**config.mk**
```make
export PLATFORM = sky130hd
export DESIGN_NAME = seven_seg_scanner
export DESIGN_NICKNAME = d
export VERILOG_FILES = /design/src/rtl/seg_pkg.sv /design/src/rtl/seg_hex_encode.sv /design/src/rtl/seven_seg_scanner.sv
export SDC_FILE = /design/constraint.sdc
export NUM_CORES = 1
export LEC_CHECK = 0
export ABC_CLOCK_PERIOD_IN_PS = 4050
export CORE_ASPECT_RATIO = 0.5
export CORE_UTILIZATION = 47
export DETAILED_ROUTE_END_ITERATION = 7
export PLACE_DENSITY = 0.81
export SYNTH_ARGS = -nofsm -noshare
export SYNTH_HDL_FRONTEND = slang
export SYNTH_SLANG_ARGS = --single-unit
```
**constraint.sdc**
```tcl
create_clock -name clk -period 4.05 [get_ports clk]
set_clock_uncertainty 0.15 [all_clocks]
set_input_delay 0.6075 -clock clk [delete_from_list [all_inputs] [get_ports clk]]
set_output_delay 0.6075 -clock clk [all_outputs]
set_load 0.02 [all_outputs]
```
**src/rtl/seg_pkg.sv**
```systemverilog
// rtl/seg_pkg.sv - shared types and constants for seven-segment display blocks
//
// Contents:
//   seg_state_t : scanner state encoding (IDLE, DRIVE, BLANK)
//   SEG_OFF     : all segments dark, active-low
//   HEX_SEG     : hex nibble to active-low segment code, a..g on [7:1], dp on [0] (off)
package seg_pkg;

  typedef enum logic [1:0] {
    IDLE  = 2'd0,
    DRIVE = 2'd1,
    BLANK = 2'd2
  } seg_state_t;

  localparam logic [7:0] SEG_OFF = 8'hFF;

  localparam logic [7:0] HEX_SEG [16] = '{
    8'h03, 8'h9F, 8'h25, 8'h0D, 8'h99, 8'h49, 8'h41, 8'h1B,
    8'h01, 8'h09, 8'h11, 8'hC1, 8'h63, 8'h85, 8'h61, 8'h71
  };

endpackage

```
**src/rtl/seg_hex_encode.sv**
```systemverilog
// rtl/seg_hex_encode.sv - combinational hex nibble plus decimal point to segment code
//
// Ports:
//   i_nibble : hex digit value
//   i_dp     : 1 = light the decimal point
//   o_code   : active-low segments, a..g on [7:1], dp on [0]
module seg_hex_encode
  import seg_pkg::*;
(
  input  logic [3:0] i_nibble,
  input  logic       i_dp,
  output logic [7:0] o_code
);

  // Every table entry has bit0 set (dp off), so the dp request only ever clears it.
  assign o_code = HEX_SEG[i_nibble] & {7'h7F, ~i_dp};

endmodule

```
**src/rtl/seven_seg_scanner.sv**
```systemverilog
// rtl/seven_seg_scanner.sv - multiplexed hex display scanner with per-frame snapshot
//
// Scans NUM_DIGITS hex digits onto a shared active-low segment bus. Each digit is
// driven for DIV clocks, followed by BLANK_CYCLES dark clocks. Inputs are captured
// once per frame so a frame never mixes old and new data.
// Optional build macro: LEADING_ZERO_BLANK_EN (treat leading zero digits as masked).
//
// Ports:
//   clk, rst_n   : clock, asynchronous active-low reset
//   enable       : 1 = scanning, 0 = dark and parked in IDLE
//   in_data      : nibble i drives digit i
//   dp_in        : decimal point request per digit
//   digit_mask   : 1 = digit may light
//   display_data : active-low segments a..g on [7:1], dp on [0]
//   display_en   : active-low digit anodes, at most one low
//   frame_done   : one-clock pulse on the first drive of digit 0 after a wrap
module seven_seg_scanner
  import seg_pkg::*;
#(
  parameter int NUM_DIGITS   = 8,
  parameter int DIV          = 50000,
  parameter int BLANK_CYCLES = 1000
) (
  input  logic                      clk,
  input  logic                      rst_n,
  input  logic                      enable,
  input  logic [4*NUM_DIGITS-1:0]   in_data,
  input  logic [NUM_DIGITS-1:0]     dp_in,
  input  logic [NUM_DIGITS-1:0]     digit_mask,
  output logic [7:0]                display_data,
  output logic [NUM_DIGITS-1:0]     display_en,
  output logic                      frame_done
);

  localparam int CNT_RANGE = (DIV > BLANK_CYCLES) ? DIV : BLANK_CYCLES;
  localparam int CNT_W     = $clog2((CNT_RANGE < 2) ? 2 : CNT_RANGE);
  localparam int IDX_W     = (NUM_DIGITS > 1) ? $clog2(NUM_DIGITS) : 1;
  localparam bit HAS_BLANK = (BLANK_CYCLES > 0);

  localparam logic [CNT_W-1:0] DIV_LAST   = CNT_W'(DIV - 1);
  localparam logic [CNT_W-1:0] BLANK_LAST = CNT_W'(HAS_BLANK ? BLANK_CYCLES - 1 : 0);
  localparam logic [IDX_W-1:0] IDX_LAST   = IDX_W'(NUM_DIGITS - 1);

  seg_state_t                r_state;
  logic [IDX_W-1:0]          r_idx;
  logic [CNT_W-1:0]          r_cnt;
  logic [4*NUM_DIGITS-1:0]   r_snap_data;
  logic [NUM_DIGITS-1:0]     r_snap_dp;
  logic [NUM_DIGITS-1:0]     r_snap_mask;

  logic                      w_drive_end;
  logic                      w_blank_end;
  logic                      w_slot_end;
  logic                      w_wrap;
  logic                      w_load;
  logic [IDX_W-1:0]          w_next_idx;
  logic [NUM_DIGITS-1:0]     w_in_mask;
  logic [4*NUM_DIGITS-1:0]   w_src_data;
  logic [NUM_DIGITS-1:0]     w_src_dp;
  logic [NUM_DIGITS-1:0]     w_src_mask;
  logic [3:0]                w_nibble;
  logic                      w_dp;
  logic [NUM_DIGITS-1:0]     w_en_drive;
  logic [7:0]                w_code;

  assign w_drive_end = (r_state == DRIVE) && (r_cnt == DIV_LAST);
  assign w_blank_end = (r_state == BLANK) && (r_cnt == BLANK_LAST);
  assign w_slot_end  = HAS_BLANK ? w_blank_end : w_drive_end;
  assign w_wrap      = w_slot_end && (r_idx == IDX_LAST);
  assign w_load      = enable && ((r_state == IDLE) || w_wrap);

  // Index of the digit driven after this edge; only moves at slot end.
  assign w_next_idx  = w_load     ? '0 :
                       w_slot_end ? r_idx + IDX_W'(1) : r_idx;

  // On a snapshot edge the outgoing digit must come from the live inputs,
  // because the snapshot registers only update on that same edge.
  assign w_src_data  = w_load ? in_data   : r_snap_data;
  assign w_src_dp    = w_load ? dp_in     : r_snap_dp;
  assign w_src_mask  = w_load ? w_in_mask : r_snap_mask;

`ifdef LEADING_ZERO_BLANK_EN
  logic w_lzb_run;

  // Walk down from the top digit; the run stops at the first non-zero
  // nibble or the first digit asking for its decimal point. Digit 0 always shows.
  always_comb begin
    w_in_mask = digit_mask;
    w_lzb_run = 1'b1;
    for (int i = NUM_DIGITS - 1; i > 0; i--) begin
      if (w_lzb_run && (in_data[4*i +: 4] == 4'h0) && !dp_in[i]) begin
        w_in_mask[i] = 1'b0;
      end else begin
        w_lzb_run = 1'b0;
      end
    end
  end
`else
  always_comb begin
    w_in_mask = digit_mask;
  end
`endif

  always_comb begin
    w_nibble   = 4'h0;
    w_dp       = 1'b0;
    w_en_drive = '1;
    for (int i = 0; i < NUM_DIGITS; i++) begin
      if (w_next_idx == IDX_W'(i)) begin
        w_nibble      = w_src_data[4*i +: 4];
        w_dp          = w_src_dp[i];
        w_en_drive[i] = ~w_src_mask[i];
      end
    end
  end

  seg_hex_encode u_encode (
    .i_nibble (w_nibble),
    .i_dp     (w_dp),
    .o_code   (w_code)
  );

  always_ff @(posedge clk or negedge rst_n) begin
    if (!rst_n) begin
      r_state      <= IDLE;
      r_idx        <= '0;
      r_cnt        <= '0;
      r_snap_data  <= '0;
      r_snap_dp    <= '0;
      r_snap_mask  <= '0;
      display_data <= SEG_OFF;
      display_en   <= '1;
      frame_done   <= 1'b0;
    end else if (!enable) begin
      r_state      <= IDLE;
      r_idx        <= '0;
      r_cnt        <= '0;
      display_data <= SEG_OFF;
      display_en   <= '1;
      frame_done   <= 1'b0;
    end else begin
      frame_done <= 1'b0;
      if (w_load) begin
        r_snap_data <= in_data;
        r_snap_dp   <= dp_in;
        r_snap_mask <= w_in_mask;
      end
      case (r_state)
        IDLE: begin
          r_state      <= DRIVE;
          r_idx        <= '0;
          r_cnt        <= '0;
          display_data <= w_code;
          display_en   <= w_en_drive;
        end
        DRIVE: begin
          if (r_cnt == DIV_LAST) begin
            r_cnt <= '0;
            if (HAS_BLANK) begin
              r_state      <= BLANK;
              display_data <= SEG_OFF;
              display_en   <= '1;
            end else begin
              r_idx        <= w_next_idx;
              display_data <= w_code;
              display_en   <= w_en_drive;
              frame_done   <= w_wrap;
            end
          end else begin
            r_cnt <= r_cnt + CNT_W'(1);
          end
        end
        BLANK: begin
          if (r_cnt == BLANK_LAST) begin
            r_cnt        <= '0;
            r_state      <= DRIVE;
            r_idx        <= w_next_idx;
            display_data <= w_code;
            display_en   <= w_en_drive;
            frame_done   <= w_wrap;
          end else begin
            r_cnt <= r_cnt + CNT_W'(1);
          end
        end
        default: begin
          r_state <= IDLE;
        end
      endcase
    end
  end

endmodule
```
==> impl_summary.log, run 1 <==
[metrics] total overflow reported by the global router: 0
[metrics] Max-Slew Margin vs Limit: 0.276
[metrics] power per cell area: 585 mW/mm^2
[metrics] clk sinks: 86
[metrics] Layout fillers: ~760
[metrics] number of buffers created by CTS: 9
[metrics] 1st-pass router iterations: 7
[metrics] Initial Util: 0.494
[metrics] flop2flop setup slack: about 0.08 ns
[metrics] startpoint of the worst setup timing path: r_cnt[0]
[metrics] placed wire-length estimate: 9.04 mm
[metrics] startpoint of the lowest-slack hold path: r_snap_mask[5]
[metrics] Post-layout nets: 702
[metrics] sequential cell area fraction in the yosys report: 0.455
[metrics] Hold EP: display_en[5]
[metrics] average wire length per cell after detail routing: 16.7 microns
[metrics] ranking of synthesized cells by area: dfrtp_1, nand2_1, dfstp_2
[metrics] endpoints failing setup: 0
[metrics] share of synthesized cell area in full adder, half adder and majority cells: 0.0314
[metrics] Post-Synth Simple-Gate Area: 0.271
[metrics] worst reg2reg endpoint: display_data[4]
[metrics] synthesized area per cell: 8.74 sq um
[metrics] flip-flop and latch count after synthesis: 86
[metrics] Core ar.: 0.00967 sq mm
[metrics] multiplexer area fraction after synthesis: 0.0285
[metrics] Placement Cell Area: around 0.0057 sq mm
[metrics] Worst Max-Slew Pin Slew: approximately 1.1 ns
[metrics] clock tree from TritonCTS: yes
[metrics] first-pass GRT wire length: slightly above 20 mm
[metrics] full die area: 0.0106 sq mm
[metrics] maximum achievable frequency: 0.252 GHz
[metrics] startpoint of the most critical register-to-register path: r_cnt[0]
[metrics] cell area after synthesis: around 0.0048 sq mm
[metrics] pin count of the biggest net entering global routing: 87
[metrics] final slew viol count: 0
[metrics] Vias: ~4400
[metrics] Skew-Pair Late Insertion Delay: 0.35 ns
[metrics] compound-gate portion of the synthesized area: 0.158
[metrics] nature of the critical path startpoint: register
[metrics] Final GP Congestion: 0.899
[metrics] warning count from the yosys run: 0
[metrics] Chip Height: 73.3 microns
[metrics] number of synthesized flops with an enable pin: 0
[metrics] CP max FO: 5
[metrics] Detailed Route Iter0 Violations: 440
[metrics] crit share post-route: 0.980
[metrics] number of buffer cells added on primary ports: between 60 and 70
[metrics] cell area after layout: roughly 0.0063 sq mm
[metrics] Post-synth top cells: nand2_1, dfrtp_1, nor2_1
[metrics] worst vdd rail ir drop: 0.272 mV
[metrics] GRT Total Usage: 0.252
[metrics] CTS clk-pin slew, worst paths: 0.07 ns
[metrics] instance count along the most critical hold path: 1
[metrics] number of antenna violations at the first check in global routing: 0
[metrics] ANT cells: 0
[metrics] critical path data arrival time: 4.08 ns
[metrics] number of buffers inserted for hold repair after clock tree synthesis: 0
[metrics] top-area cell type share of the netlist area: 0.367
[metrics] number of distinct library cells after synthesis: 69
[metrics] startpoint-to-endpoint class of the critical path: register to register
[metrics] fraction of final layout cells sized beyond drive strength 1: 0.179
[metrics] area delta synth->final: 31.4%
[metrics] post-route antenna net violation count: 0
[metrics] post-route minimum period: 3.97 ns
[metrics] R2R cell count: 16
[metrics] vias in the first global route: around 4000
[metrics] Setup crit end kind: register
[metrics] Final Hold Vio Count: 0
[metrics] number of H-tree levels: 3
[metrics] type of the most critical hold path: register to register
[metrics] chip width: roughly 140 microns
[metrics] main flop type after synthesis: dfrtp_1
[metrics] static leakage: 2.74 nW
[metrics] result of the run: finished clean
[metrics] most frequently used cell type in the post-synthesis netlist: nand2_1
[metrics] Root Buffer: clkbuf_16
[metrics] Total Routed Length: 13.0 mm
[metrics] post-synthesis instance total: around 550
[metrics] max_cap viols: 0
[metrics] largest family of logic cells by synthesized area: simple AND/OR/NAND/NOR gates
[metrics] required time of the worst setup path: 4.16 ns
[metrics] number of primary I/O pins: 68
[metrics] routed vias/inst: 5.67
[metrics] Async SR Flop Fraction: 1.00
[metrics] final routed DRC violation total: 0
[metrics] number of placement rows: 25
[metrics] cell taking the most area after synthesis: dfrtp_1
[metrics] post-synthesis xor/xnor area fraction: 0.0165
[metrics] Max clock buf depth: 2
[metrics] nets in the synthesized netlist: roughly 600
[metrics] Final Power: between 3 and 4 mW
[worst max-delay path, stage by stage, from the launching register on]
cell and delay [ns]:
dfrtp_1 0.40, ha_4 0.18, or4b_4 0.49, or4_4 0.50, buf_4 0.18, buf_4 0.16, nor4_4 0.25, o21ai_0 0.13
nand4_1 0.11, o2111a_1 0.22, o32a_1 0.22, inv_2 0.07, ha_4 0.17, inv_1 0.10, nor4_4 0.06, a2111oi_2 0.40
a211oi_1 0.10
[flip-flops by register name, summed over array words and instances, names as in the netlist]
| register | count |
|---|---|
| r_state | 2 |
| r_idx | 3 |
| display_en | 8 |
| r_snap_mask | 8 |
| display_data | 8 |
| r_snap_dp | 8 |
| r_snap_data | 32 |
| r_cnt | 16 |
| frame_done | 1 |
[worst max-delay path by stage]
stage / slack (ns) / to
after detailed placement: -0.15 / display_data[7]
final: 0.08 / display_data[4]
after global routing: -0.08 / display_data[4]
after global placement: 0.12 / display_data[7]
after CTS: 0.002 / display_data[4]
after floorplan: 0.07 / display_data[7]
[power breakdown]
part / internal, mW / leakage [nW] / switching, mW
Combinational: 0.576 / 1.51 / 0.823
Sequential: 1.17 / 1.06 / 0.144
Clock: 0.606 / 0.166 / 0.360
Total: 2.35 / 2.74 / 1.33
[cell usage in the layout, fill, tap and decap left out, types with 6 or more instances in the layout]
cell type and instances:
a21oi_1 19, a31oi_1 7, and2_1 7, and3_1 10, buf_4 42, clkbuf_16 9
clkdlybuf4s50_1 66, dfrtp_1 70, dfstp_2 16, ha_1 10, inv_1 7, mux2i_1 7
nand2_1 153, nand3_1 18, nand4_1 9, nor2_1 34, nor2b_1 6, nor3_1 12
o21ai_0 22, xor2_1 7
[kinds of logic (layout without fill, tap and decap cells)]
logic type | Yosys count | in the layout
XOR/XNOR | 9 | 9
flip-flops | 86 | 86
adder cells (fa/ha/maj) | 12 | 12
buffers and inverters | 40 | 136
multiplexers | 13 | 13
AND/OR/NAND/NOR | 282 | 282
AO/OA/AOI/OAI | 105 | 106
[layout make-up]
type                            instances  area, sq um  area share
Clock inverter                          7          120      0.0191
Multi-Input combinational cell        422         2570       0.409
Tap cell                              135          169      0.0269
Inverter                               10         37.5     0.00598
Timing Repair Buffer                  110          986       0.157
Sequential cell                        86         2170       0.346
Clock buffer                            9          225      0.0359
[through the flow]
step           worst slack, ns  TNS, ns  hold slack, ns   util  std cells
2_1_floorplan           0.0705        0           0.162      -        547
3_3_place_gp             0.118        0           0.252  0.592        751
3_5_place_dp            -0.150   -0.260           0.273  0.592        751
4_1_cts                0.00211        0           0.282  0.631        770
5_1_grt                -0.0752   -0.163           0.307  0.650        779
6_report                0.0801        0           0.274  0.650        779
[repair_timing]
item	4_1_cts	5_1_grt
gates resized for setup	1	26
endpoints found under the setup margin	2	4
hold endpoints to repair	0	0
pin swaps	2	4
gates cloned	0	1
buffers inserted	3	8
[per-layer routing]
metal	up-vias	part of all wire	track usage
met5	-	0	0
met4	0	0.015	0.0725
met3	19	0.066	0.0645
met2	157	0.48	0.403
met1	2143	0.44	0.340
li1	2098	-	-
Note: power is estimated with default switching activity, not from simulation.
==> inputs of run 2 (changes only) <==
Settings changed: CTS_CLUSTER_DIAMETER set to 100, PLACE_DENSITY 0.81 to not set, PLACE_DENSITY_LB_ADDON set to 0.3.
==> run 2 against run 1 <==
Compared with the run above:
- combinational power decreased by 7%
- cell area shrank 2.8%
- routed wire length decreased by 3.2%
- critical path depth shrank 2
- critical endpoint unchanged
- total power shrank 6.6%
==> impl_summary.log, run 2 (same netlist as run 1, synthesis figures left out) <==
[metrics] Post-layout nets: 691 (was 702)
[metrics] Worst Max-Slew Pin Slew: 1.08 ns (was 1.09 ns)
[metrics] crit share post-route: 0.961 (was 0.980)
[metrics] CP endpoint: display_data[4] (unchanged)
[metrics] number of placement rows: 25 (unchanged)
[metrics] clock tree from TritonCTS: yes (unchanged)
[metrics] min setup slack post-route: 0.156 ns (was 0.0801 ns)
[metrics] cell family contributing the most delay on the critical path: simple AND/OR/NAND/NOR gates (unchanged)
[metrics] nature of the critical path startpoint: register (unchanged)
[metrics] buffer and inverter count on the worst path: 2 (was 4)
[metrics] average wire length per cell after detail routing: 16.3 microns (was 16.7 microns)
[metrics] flip-flop count of the largest register after layout: 32 (unchanged)
[metrics] Setup crit end kind: register (unchanged)
[metrics] post-route antenna net violation count: 0 (unchanged)
[metrics] number of primary I/O pins: 68 (unchanged)
[metrics] result of the run: finished clean (unchanged)
[metrics] CTS clk-pin slew, worst paths: 0.06 ns (was 0.07 ns)
[metrics] setup slack after placement: -0.0299 ns (was -0.150 ns)
[metrics] Skew-Pair Late Insertion Delay: 0.34 ns (was 0.35 ns)
[metrics] Final GP Congestion: 0.870 (was 0.899)
[metrics] startpoint of the most critical register-to-register path: r_cnt[1] (was r_cnt[0])
[metrics] Final Hold Vio Count: 0 (unchanged)
[metrics] fraction of final layout cells sized beyond drive strength 1: 0.152 (was 0.179)
[metrics] R2R cell count: 14 (was 16)
[metrics] area delta synth->final: 27.7% (was 31.4%)
[metrics] static leakage: 2.66 nW (was 2.74 nW)
[metrics] Root Buffer: clkbuf_16 (unchanged)
[metrics] critical path data arrival time: 3.98 ns (was 4.08 ns)
[metrics] number of buffer cells added on primary ports: 67 (unchanged)
[metrics] number of buffers inserted for hold repair after clock tree synthesis: 0 (unchanged)
[metrics] placed wire-length estimate: 8.89 mm (was 9.04 mm)
[metrics] most common cell after layout, fill and taps aside: nand2_1 (unchanged)
[metrics] post-route minimum period: 3.89 ns (was 3.97 ns)
[metrics] full die area: 0.0106 sq mm (unchanged)
[metrics] routed vias/inst: 5.62 (was 5.67)
[metrics] clk sinks: 86 (unchanged)
[metrics] power per cell area: 562 mW/mm^2 (was 585 mW/mm^2)
[metrics] Final Power: 3.43 mW (was 3.67 mW)
[metrics] Detailed Route Iter0 Violations: 256 (was 440)
[metrics] endpoints failing setup: 0 (unchanged)
[metrics] GRT Total Usage: 0.244 (was 0.252)
[metrics] highest-delay cell along the critical path: or4_4 (unchanged)
[metrics] Initial Util: 0.494 (unchanged)
[metrics] type of the most critical hold path: register to register (unchanged)
[metrics] flop2flop setup slack: 0.16 ns (was 0.08 ns)
[metrics] ANT cells: 0 (unchanged)
[metrics] 1st-pass router iterations: 5 (was 7)
[metrics] worst vdd rail ir drop: 0.215 mV (was 0.272 mV)
[metrics] Total Routed Length: 12.6 mm (was 13.0 mm)
[metrics] required time of the worst setup path: 4.13 ns (was 4.16 ns)
[metrics] hold slack: 0.275 ns (was 0.274 ns)
[metrics] Critical Path Most Common Cell: inv_1
[metrics] first-pass GRT wire length: 19.5 mm (was 20.2 mm)
[metrics] CP max FO: 6 (was 5)
[metrics] CP cell instances: ha_2, or4b_4, or4_4, nor2_4, mux2i_2, nand4_1, o2111a_1, o32a_1, inv_1, ha_1, inv_1, nor4_4, a2111oi_2, a211oi_1 (was ha_4, or4b_4, or4_4, buf_4, buf_4, nor4_4, o21ai_0, nand4_1, o2111a_1, o32a_1, inv_2, ha_4, inv_1, nor4_4, a2111oi_2, a211oi_1)
[metrics] startpoint-to-endpoint class of the critical path: register to register (unchanged)
[metrics] total overflow reported by the global router: 0 (unchanged)
[metrics] number of H-tree levels: 3 (unchanged)
[metrics] registers with the most flip-flops: r_snap_data: 32 flops, r_cnt: 16 flops (unchanged)
[metrics] Max clock buf depth: 2 (unchanged)
[metrics] final slew viol count: 0 (unchanged)
[metrics] chip width: 145 microns (unchanged)
[metrics] max_cap viols: 0 (unchanged)
[metrics] worst reg2reg endpoint: display_data[4] (unchanged)
[metrics] pin count of the biggest net entering global routing: 87 (unchanged)
[metrics] final routed DRC violation total: 0 (unchanged)
[metrics] largest stage delay on the critical path: 0.51 ns (was 0.50 ns)
[metrics] Vias: 4319 (was 4417)
[metrics] Chip Height: 73.3 microns (unchanged)
[metrics] unrepaired setup endpoints after global routing: false
[metrics] largest reg by FF count: r_snap_data (unchanged)
[metrics] vias in the first global route: 3927 (was 4042)
[metrics] number of cells on the critical path: 14 (was 16)
[metrics] maximum achievable frequency: 0.257 GHz (was 0.252 GHz)
[metrics] Core ar.: 0.00967 sq mm (unchanged)
[metrics] most used cells in the layout excluding fill and tap cells: nand2_1, dfrtp_1, clkdlybuf4s50_1 (unchanged)
[metrics] number of buffers created by CTS: 9 (unchanged)
[metrics] number of antenna violations at the first check in global routing: 0 (unchanged)
[metrics] Max-Slew Margin vs Limit: 0.279 (was 0.276)
[metrics] startpoint of the worst setup timing path: r_cnt[1] (was r_cnt[0])
-- run 2: worst min-delay path by stage --
stage,cells past startpoint,endpoint,slack (ns),from
2_1_floorplan,0,frame_done,0.16,rst_n
3_3_place_gp,1,display_en[5],0.26,r_snap_mask[5]
3_5_place_dp,1,display_en[5],0.27,r_snap_mask[5]
4_1_cts,1,display_en[5],0.27,r_snap_mask[5]
5_1_grt,1,display_en[5],0.29,r_snap_mask[5]
6_report,1,display_en[5],0.27,r_snap_mask[5]
-- run 2: repair_timing --
action                     4_1_cts  5_1_grt
gates resized for setup          2       15
pin swaps                        0        3
setup buffers                    0        1
cloned                           0        1
setup endpoints to repair        2        5
-- run 2: power by group --
group          switching, mW  leakage [nW]  total, mW  internal, mW
Sequential             0.136          1.06       1.30          1.17
Combinational          0.770          1.46       1.30         0.535
Clock                  0.332         0.143      0.825         0.493
Total                   1.24          2.66       3.43          2.20
-- run 2: layer usage --
metal  global-route usage  wire [microns]  part of all wire
met5                    0               0                 0
met3               0.0580             886             0.071
met1                0.336            5790              0.46
met4               0.0491             125             0.010
met2                0.395            5760              0.46
-- run 2: final cells by class --
type,count,area [sq um]
fillers,813,3560
multi-input cells,422,2520
flip-flops and latches,86,2170
repair buffers,99,908
clock buffers,12,246
well taps,135,169
clock inverters,4,47.5
inverters,10,37.5
-- run 2: per-stage QoR --
stage | utilization | instances | setup TNS [ns] | instance area (sq um)
CTS | 0.623 | 766 | 0 | 6020
global route | 0.631 | 768 | 0 | 6100
finish | 0.631 | 768 | 0 | 6100
detailed placement | 0.591 | 750 | -0.0445 | 5710
floorplan | - | 547 | 0 | 4780
global placement | 0.591 | 750 | 0 | 5710
==> inputs of run 3 (changes only) <==
Settings changed: GPL_TIMING_DRIVEN set to 0.
==> run 3 against run 2 <==
Compared with the run above:
- first-iteration DRC count increased by 47%
- global-route usage increased by 1.6 points
- cell area increased by 0.39%
- largest power group is now combinational cells
- utilization increased by 0.25 points
- sequential power about the same
- critical endpoint is now display_data[7]
- total power increased by 1.2%
- largest cell class unchanged
- sequential share of layout area decreased by 0.14 points
- die area unchanged
==> impl_summary.log, run 3 (same netlist as run 1, synthesis figures left out) <==
[metrics] result of the run: finished clean (unchanged)
[metrics] vias in the first global route: 4083 (was 3927)
[metrics] flip-flop count of the largest register after layout: 32 (unchanged)
[metrics] part of the power in the clock network: 0.242 (was 0.240)
[metrics] type of the most critical hold path: input pin to async pin (was register to register)
[metrics] max_cap viols: 0 (unchanged)
[metrics] post-route antenna net violation count: 0 (unchanged)
[metrics] GR met3 Demand/Resource: 0.0528 (was 0.0580)
[metrics] registers with the most flip-flops: r_snap_data: 32 flops, r_cnt: 16 flops (unchanged)
[metrics] pin count of the biggest net entering global routing: 55 (was 87)
[metrics] number of buffer cells added on primary ports: 67 (unchanged)
[metrics] most common cell after layout, fill and taps aside: nand2_1 (unchanged)
[metrics] fraction of final layout cells sized beyond drive strength 1: 0.133 (was 0.152)
[metrics] post-route minimum period: 3.95 ns (was 3.89 ns)
[metrics] number of primary I/O pins: 68 (unchanged)
[metrics] Root Buffer: clkbuf_16 (unchanged)
[metrics] Initial Util: 0.494 (unchanged)
[metrics] ANT cells: 0 (unchanged)
[metrics] nature of the critical path startpoint: register (unchanged)
[metrics] peak-usage layer in the global routing report: met2 (unchanged)
[metrics] Setup crit end kind: register (unchanged)
[metrics] critical path data arrival time: 4.06 ns (was 3.98 ns)
[metrics] Max clock buf depth: 2 (unchanged)
[metrics] internal power: 2.17 mW (was 2.20 mW)
[metrics] average wire length per cell after detail routing: 16.6 microns (was 16.3 microns)
[metrics] crit share post-route: 0.976 (was 0.961)
[metrics] number of placement rows: 25 (unchanged)
[metrics] worst reg2reg endpoint: display_data[7] (was display_data[4])
[metrics] unrepaired setup endpoints after global routing: true (was false)
[metrics] clk sinks: 86 (unchanged)
[metrics] cell family contributing the most delay on the critical path: simple AND/OR/NAND/NOR gates (unchanged)
[metrics] number of buffers created by CTS: 9 (unchanged)
[metrics] Worst Max-Slew Pin Slew: 0.647 ns (was 1.08 ns)
[metrics] Max-Slew Margin vs Limit: 0.565 (was 0.279)
[metrics] CP max FO: 10 (was 6)
[metrics] endpoints failing setup: 0 (unchanged)
[metrics] clock tree from TritonCTS: yes (unchanged)
[metrics] Chip Height: 73.3 microns (unchanged)
[metrics] largest stage delay on the critical path: 0.47 ns (was 0.51 ns)
[metrics] Vias: 4370 (was 4319)
[metrics] total overflow reported by the global router: 0 (unchanged)
[metrics] 1st-pass router iterations: 5 (unchanged)
[metrics] first-pass GRT wire length: 20.6 mm (was 19.5 mm)
[metrics] final slew viol count: 0 (unchanged)
[metrics] Core ar.: 0.00967 sq mm (unchanged)
[metrics] Final GP Congestion: 0.935 (was 0.870)
[metrics] chip width: 145 microns (unchanged)
[metrics] GRT Total Usage: 0.260 (was 0.244)
[metrics] most used cells in the layout excluding fill and tap cells: nand2_1, dfrtp_1, clkdlybuf4s50_1 (unchanged)
[metrics] Layout fillers: 794 (was 813)
[metrics] required time of the worst setup path: 4.16 ns (was 4.13 ns)
[metrics] largest reg by FF count: r_snap_data (unchanged)
[metrics] final routed DRC violation total: 0 (unchanged)
[metrics] accumulated negative setup slack: 0 ns (unchanged)
[metrics] number of antenna violations at the first check in global routing: 0 (unchanged)
[metrics] Final Hold Vio Count: 0 (unchanged)
[metrics] startpoint-to-endpoint class of the critical path: register to register (unchanged)
[metrics] Skew-Pair Late Insertion Delay: 0.34 ns (about the same)
[metrics] GR Util met1: 0.357 (was 0.336)
[metrics] maximum achievable frequency: 0.253 GHz (was 0.257 GHz)
[metrics] placed wire-length estimate: 9.08 mm (was 8.89 mm)
[metrics] flop2flop setup slack: 0.1 ns (was 0.16 ns)
[metrics] routed vias/inst: 5.66 (was 5.62)
[metrics] Detailed Route Iter0 Violations: 376 (was 256)
[metrics] share of power burned in registers: 0.377 (was 0.380)
[metrics] buffer and inverter count on the worst path: 5 (was 2)
[metrics] Post-layout nets: 695 (was 691)
[metrics] area delta synth->final: 28.2% (was 27.7%)
[metrics] worst vdd rail ir drop: 0.266 mV (was 0.215 mV)
[metrics] highest-delay cell along the critical path: or4_4 (unchanged)
[metrics] Switching Share: 0.375 (was 0.360)
[metrics] CP cell instances: ha_4, or4b_4, or4_4, buf_12, o21a_4, buf_6, buf_6, nand2_1, nand2_1, mux2_2, o32a_1, inv_2, ha_4, inv_1, nor4_4, a2111oi_1, a211oi_1 (was ha_2, or4b_4, or4_4, nor2_4, mux2i_2, nand4_1, o2111a_1, o32a_1, inv_1, ha_1, inv_1, nor4_4, a2111oi_2, a211oi_1)
[metrics] R2R cell count: 17 (was 14)
[metrics] startpoint of the most critical register-to-register path: r_cnt[1] (unchanged)
[metrics] static leakage: 2.63 nW (was 2.66 nW)
[metrics] Layout Utilization: 0.634 (was 0.631)
[metrics] full die area: 0.0106 sq mm (unchanged)
[metrics] power per cell area: 567 mW/mm^2 (was 562 mW/mm^2)
[metrics] met2 Use GR: 0.417 (was 0.395)
[metrics] Total Routed Length: 12.8 mm (was 12.6 mm)
[metrics] Comb pwr share: 0.382 (was 0.380)
[metrics] reported net switching power: 1.30 mW (was 1.24 mW)
[metrics] number of H-tree levels: 3 (unchanged)
[metrics] startpoint of the worst setup timing path: r_cnt[1] (unchanged)
[metrics] CTS clk-pin slew, worst paths: 0.07 ns (was 0.06 ns)
[run 3: what timing repair did]
item | in CTS | in global routing
gates resized for setup | 15 | 15
endpoints found under the setup margin | 20 | 20
hold buffers | 0 | 0
pin swaps | 1 | 4
setup buffers | 4 | 2
cloned | 0 | 0
[run 3: layout make-up]
class,count,area [sq um],share of cell area
multi-input combinational,421,2550,0.416
sequential,86,2170,0.355
timing repair buffer,74,741,0.121
clock buffer,9,225,0.0368
tap,135,169,0.0276
buffer,30,164,0.0268
clock inverter,7,72.6,0.0118
inverter,10,37.5,0.00613
[run 3: worst max-delay path by stage]
stage | slack [ns] | end | depth (start not counted)
after global placement | -0.80 | r_snap_data[28] | 1
final | 0.1 | display_data[7] | 17
after CTS | 0.009 | display_data[7] | 17
after floorplan | 0.07 | display_data[7] | 14
after global routing | -0.07 | display_data[7] | 17
after detailed placement | -0.73 | display_data[7] | 14
[run 3: per-layer routing]
metal / wire (microns) / share of wire
met5: 0 / 0
met4: 139 / 0.011
met3: 841 / 0.066
met2: 5880 / 0.46
met1: 5980 / 0.47
[run 3: stage by stage]
step | setup slack (ns) | hold WS (ns) | total power, mW | std cells | area, sq um
after detailed placement | -0.727 | 0.265 | 2.55 | 750 | 5650
after global routing | -0.0706 | 0.0828 | 3.70 | 772 | 6130
after floorplan | 0.0705 | 0.162 | 2.13 | 547 | 4780
after CTS | 0.00898 | 0.0720 | 3.44 | 770 | 6040
final | 0.0969 | 0.0575 | 3.47 | 772 | 6130
after global placement | -0.804 | 0.259 | 2.51 | 749 | 5620
[run 3: power groups by stage]
stage / Combinational (mW) / Clock, mW / Sequential (mW)
3_3_place_gp: 1.20 / 0 / 1.31
3_5_place_dp: 1.23 / 0 / 1.32
2_1_floorplan: 0.803 / 0 / 1.33
6_report: 1.33 / 0.840 / 1.31
5_1_grt: 1.47 / 0.887 / 1.34
4_1_cts: 1.28 / 0.851 / 1.31
[run 3: worst register-to-register path, stage by stage, from the launching register on]
cell and delay, ns:
dfrtp_1 0.41, ha_4 0.17, or4b_4 0.46, or4_4 0.47, buf_12 0.17, o21a_4 0.24, buf_6 0.16, buf_6 0.15
nand2_1 0.07, nand2_1 0.06, mux2_2 0.28, o32a_1 0.22, inv_2 0.09, ha_4 0.15, inv_1 0.07, nor4_4 0.26
a2111oi_1 0.10, a211oi_1 0.20
